<file path="config.mk">
export PLATFORM = sky130hd
export DESIGN_NAME = fetch_unit
export DESIGN_NICKNAME = d
export VERILOG_FILES = /design/src/rtl/fetch_pkg.sv /design/src/rtl/fetch_buf.sv /design/src/rtl/fetch_unit.sv
export SDC_FILE = /design/constraint.sdc
export NUM_CORES = 1
export LEC_CHECK = 0
export CORE_MARGIN = 5
export CORE_UTILIZATION = 36
export DETAILED_ROUTE_END_ITERATION = 10
export SLEW_MARGIN = 10
export SYNTH_ARGS = -nofsm -noshare
export SYNTH_HDL_FRONTEND = slang
export SYNTH_SLANG_ARGS = --single-unit
</file>
<file path="constraint.sdc">
create_clock -name Clock -period 6.2 [get_ports Clock]
set_input_delay 1.24 -clock Clock [delete_from_list [all_inputs] [get_ports Clock]]
set_output_delay 1.24 -clock Clock [all_outputs]
set_load 0.005 [all_outputs]
</file>
<file path="src/rtl/fetch_pkg.sv">
// Shared types and constants for the instruction fetch unit.
package fetch_pkg;
  localparam int INSN_W = 32;
  localparam logic [INSN_W-1:0] NOP = 32'h0000_0013;

  typedef enum logic [2:0] {IDLE, REQ, WAIT, BUF, DROP} fetch_state_e;

  // One fetched instruction together with the address it came from.
  typedef struct packed {
    logic [31:0]       pc;
    logic [INSN_W-1:0] insn;
  } fetch_entry_t;
endpackage

</file>
<file path="src/rtl/fetch_buf.sv">
// One-entry skid buffer holding a response that arrived while the output was stalled.
module fetch_buf
  import fetch_pkg::*;
(
  input  logic         Clock,
  input  logic         nReset,
  input  logic         load,
  input  logic         unload,
  input  logic         clear,
  input  fetch_entry_t in_ent,
  output fetch_entry_t out_ent,
  output logic         valid
);

  // Clear wins over load so a redirect can never leave a stale entry behind.
  always_ff @(posedge Clock or negedge nReset) begin
    if (!nReset) begin
      valid   <= 1'b0;
      out_ent <= '0;
    end else if (clear) begin
      valid   <= 1'b0;
    end else if (load) begin
      valid   <= 1'b1;
      out_ent <= in_ent;
    end else if (unload) begin
      valid   <= 1'b0;
    end
  end

endmodule

</file>
<file path="src/rtl/fetch_unit.sv">
// Instruction fetch: single-outstanding imem requests, one-entry buffer, redirect handling.
module fetch_unit
  import fetch_pkg::*;
#(
  parameter logic [31:0] RESET_VECTOR = 32'h0000_0000
) (
  input  logic              Clock,
  input  logic              nReset,
  input  logic              hold,
  input  logic              redirect,
  input  logic [31:0]       redirect_pc,
  output logic              imem_req,
  output logic [31:0]       imem_addr,
  input  logic              imem_gnt,
  input  logic              imem_rvalid,
  input  logic [INSN_W-1:0] imem_rdata,
  output logic [31:0]       PC,
  output logic [INSN_W-1:0] instruction,
  output logic              fetch_valid
);

  fetch_state_e state, state_nxt;
  logic [31:0]  fetch_pc;
  logic         out_free, rsp_take, rsp_to_out, buf_load, buf_unload;
  logic         buf_valid;
  fetch_entry_t buf_in, buf_out;

  // In WAIT, fetch_pc is still the address that was issued, so it doubles as the response PC.
  assign out_free   = !fetch_valid || !hold;
  assign rsp_take   = (state == WAIT) && imem_rvalid && !redirect;
  assign rsp_to_out = rsp_take && out_free;
  assign buf_load   = rsp_take && !out_free;
  assign buf_unload = (state == BUF) && !hold && buf_valid && !redirect;
  assign buf_in     = '{pc: fetch_pc, insn: imem_rdata};

  assign imem_req  = (state == REQ);
  assign imem_addr = imem_req ? fetch_pc : 32'h0;

  fetch_buf u_buf (
    .Clock   (Clock),
    .nReset  (nReset),
    .load    (buf_load),
    .unload  (buf_unload),
    .clear   (redirect),
    .in_ent  (buf_in),
    .out_ent (buf_out),
    .valid   (buf_valid)
  );

  // State register.
  always_ff @(posedge Clock or negedge nReset) begin
    if (!nReset) state <= IDLE;
    else         state <= state_nxt;
  end

  // Next-state logic; redirect takes priority in every state.
  // A redirect that coincides with the pending response discards it on the spot,
  // so there is nothing left to drop and the FSM returns straight to REQ.
  always_comb begin
    state_nxt = state;
    case (state)
      IDLE: state_nxt = REQ;
      REQ: begin
        if (imem_gnt) state_nxt = redirect ? DROP : WAIT;
      end
      WAIT: begin
        if (redirect)         state_nxt = imem_rvalid ? REQ : DROP;
        else if (imem_rvalid) state_nxt = out_free ? REQ : BUF;
      end
      BUF: begin
        if (redirect || !hold) state_nxt = REQ;
      end
      DROP: begin
        if (imem_rvalid) state_nxt = REQ;
      end
      default: state_nxt = IDLE;
    endcase
  end

  // Fetch address: redirect target (word aligned) or advance after each accepted response.
  always_ff @(posedge Clock or negedge nReset) begin
    if (!nReset)       fetch_pc <= RESET_VECTOR;
    else if (redirect) fetch_pc <= {redirect_pc[31:2], 2'b00};
    else if (rsp_take) fetch_pc <= fetch_pc + 32'd4;
  end

  // Output register: flush on redirect, refill from imem or buffer, else drain when consumed.
  always_ff @(posedge Clock or negedge nReset) begin
    if (!nReset) begin
      PC          <= 32'h0;
      instruction <= NOP;
      fetch_valid <= 1'b0;
    end else if (redirect) begin
      instruction <= NOP;
      fetch_valid <= 1'b0;
    end else if (rsp_to_out) begin
      PC          <= fetch_pc;
      instruction <= imem_rdata;
      fetch_valid <= 1'b1;
    end else if (buf_unload) begin
      PC          <= buf_out.pc;
      instruction <= buf_out.insn;
      fetch_valid <= 1'b1;
    end else if (fetch_valid && !hold) begin
      instruction <= NOP;
      fetch_valid <= 1'b0;
    end
  end

endmodule

</file>
==> flow_summary.toml <==
[run_status]
status = "complete, no violations"

[timing]
finalCritPeriodShare = 0.635
tightestPinTransition_ps = 1180
tns_ps = 0
fmax_mhz = 254
period_needed_ps = 3930
maxSlewHeadroom = 0.209
finalSetupViolCount = 0
slew_viol_final = 0
rsz0062_at_grt = "no"
hold_viol_final = 0
finClkSkew_ps = 7.59

[setup_path]
worstPathArrival_ps = 2690
crit_end = "imem_addr[11]"
path_class = "reg2out"
r2r_setup_slack_ps = 3060
cp_data_required_time_ps = 4960
worstSetupStartpointType = "flip-flop"
path_max_fanout = 20
endpoint_kind = "output port"
reg2reg_depth = 5
worstSetupStartpoint = "state[0]"
r2r-end = "u_buf.out_ent[23]"
timing.rr.start = "state[1]"

[global_routing]
grtUsageTotal = 0.173
antenna_found_initial = 1
top_usage_layer = "met2"
met3_usage = 0.0344
grt_pass1_vias = 5932
grt_pass1_wl_um = 32500
overflow = 0
met1_usage = 0.241
met2_usage = 0.265
grt_max_degree = 109

[power_and_ir_drop]
power_density_nw_per_um2 = 312
clkPwrFrac = 0.344
vdd_ir_drop_max_mv = 0.173
switching_power_uw = 849
switching_share = 0.281
pwr-share-seq = 0.420
power_frac_comb = 0.236
leakagePower_nw = 4.53
internal_power_mw = 2.18

[cells_and_area]
drive_gt1_frac = 0.155
diodes = 0
fin_util = 0.481
layout.cells.most_common = "clkdlybuf4s50_1"
syn_to_final_growth_pct = 32.4
layout_common_cells = "160 x clkdlybuf4s50_1, 156 x dfrtp_1, 62 x mux2_2, 57 x nand2_1, 44 x nand3_1"
design_area_um2 = 9710
nNetsFinal = 869

[floorplanning]
start_util = 0.364
io_pins = 168
die_area_um2 = 23300
rows = 52
core_region_area_um2 = 20200
dieHeight_um = 153
floorplan.die.width_um = 153

[synthesis]
ys_top_cells_by_area = "dfrtp_1 53%, mux2_2 9.5%, a22o_1 3.5%, a21o_1 3.1%, a22oi_1 3.1%"
synth_ff_type = "dfrtp_1"
ys_types = 52
synth.cell_area_um2 = 7340
ys_seq_elements = 159
netlist_instances = 659
postSynthAreaPerCell_um2 = 11.1
synth_top_area_frac = 0.532
ys_async_sr_fraction = 1.00
yosysWarnings = 0
synth-edff-count = 0
synth_area_leader_cell = "dfrtp_1"
ys_seq_area_frac = 0.543

[drt]
wl_per_cell_um = 18.8
drt-initial-drc-count = 388
firstDrtPassIters = 5
drc_errors = 0
vias_per_cell = 5.32
drt-total-wl_um = 20300
vias = 5754
drtAntennaViolNets = 0

[clock_tree]
cts_setup_buffers = 0
clk_pin_slew_ps = 70
cts_resized = 0
clk_latency_ps = 420
root_buffer = "clkbuf_16"
cts_buffers = 17
clk_path_buf_depth = 2
cts_tree = "built"
clock-sinks = 159
htreeDepth = 4
cts_hold_buf = 0

[placement]
placed_area_um2 = 9120
gp_congestion = 0.821
dpl.hpwl_um = 14000
io_buffer_count = 161

[run]
max-cap-violations = 0

[min_path]
hp-class = "reg2reg"
[state kept, by name (all words and copies together) (netlist names)]
signal	flops
PC	30
state	3
fetch_pc	30
u_buf.out_ent	62
u_buf.valid	1
instruction	32
fetch_valid	1
[through the flow]
step                cells  power (mW)  setup WS [ps]  hold WS [ps]
floorplan             662        1.51           3460           451
global placement     1049        2.00           2000           455
detailed placement   1049        2.01           1950           459
CTS                  1081        3.06           2240           469
global route         1081        3.18           2140           492
finish               1081        3.03           2270           466
[final cells by class]
cell class | count | area, um2
Clock inverter | 15 | 160
Sequential cell | 159 | 3980
Clock buffer | 17 | 425
Fill cell | 1799 | 10500
Tap cell | 270 | 338
Inverter | 10 | 37.5
Timing Repair Buffer | 174 | 1710
Multi-Input combinational cell | 436 | 3060
[worst min path at each step]
stage               slack [ps]  cells after the start            start               to
CTS                        470                      2   instruction[1]   instruction[1]
global route               490                      1  instruction[10]  instruction[10]
detailed placement         460                      2   instruction[1]   instruction[1]
finish                     470                      2   instruction[4]   instruction[4]
global placement           450                      2   instruction[4]   instruction[4]
floorplan                  450                      2   instruction[0]   instruction[0]
[power by group through the flow]
stage | Sequential, mW | Clock, mW | Combinational, mW
2_1_floorplan | 1.25 | 0 | 0.259
3_3_place_gp | 1.28 | 0 | 0.718
3_5_place_dp | 1.29 | 0 | 0.726
4_1_cts | 1.27 | 1.07 | 0.730
5_1_grt | 1.29 | 1.11 | 0.781
6_report | 1.27 | 1.04 | 0.714
[synth_stat cells, types with 2 or more instances]
cell and instances:
o31ai_1 13, a21o_1 30, buf_4 5, and3_1 4, or3_1 3, buf_2 7
dlygate4sd1_1 2, clkbuf_1 35, xnor2_1 2, dfstp_2 3, inv_1 10, nor3_1 4
nand3_1 44, nor4_1 4, nand4_1 8, buf_1 2, nor2b_1 3, a22oi_1 30
buf_6 2, nand2_1 57, or4_2 3, mux2i_1 3, a31oi_1 15, o22ai_1 3
a21oi_1 8, nor2_1 17, clkbuf_8 2, and4_1 3, xor2_1 6, mux2_2 62
dfrtp_1 156, or4_1 15, a22o_1 29, o211ai_1 4, o21ai_0 21, and2_1 28
[layer usage]
metal	part of all wire	vias up
li1	-	2670
met1	0.46	2880
met2	0.47	172
met3	0.045	32
met4	0.026	0
met5	0	-
[critical path, stage by stage, from the launching register on]
cell and delay (ps):
dfrtp_1 480, inv_1 150, nor3_2 600, buf_4 320, and2_1 210, clkdlybuf4s50_1 520
[cells by family (layout without fill, tap and decap cells)]
| group | Yosys count | after routing | synth area share |
|---|---|---|---|
| adder cells (fa/ha/maj) | 1 | 1 | 0.00171 |
| XOR/XNOR | 8 | 8 | 0.00955 |
| buffers and inverters | 67 | 216 | 0.0455 |
| AND/OR/NAND/NOR | 204 | 204 | 0.151 |
| multiplexers | 65 | 65 | 0.0993 |
| other | 1 | 4 | 0.000511 |
| AO/OA/AOI/OAI | 154 | 154 | 0.150 |
| flip-flops | 159 | 159 | 0.543 |
Power figures use the tool's default switching activity.
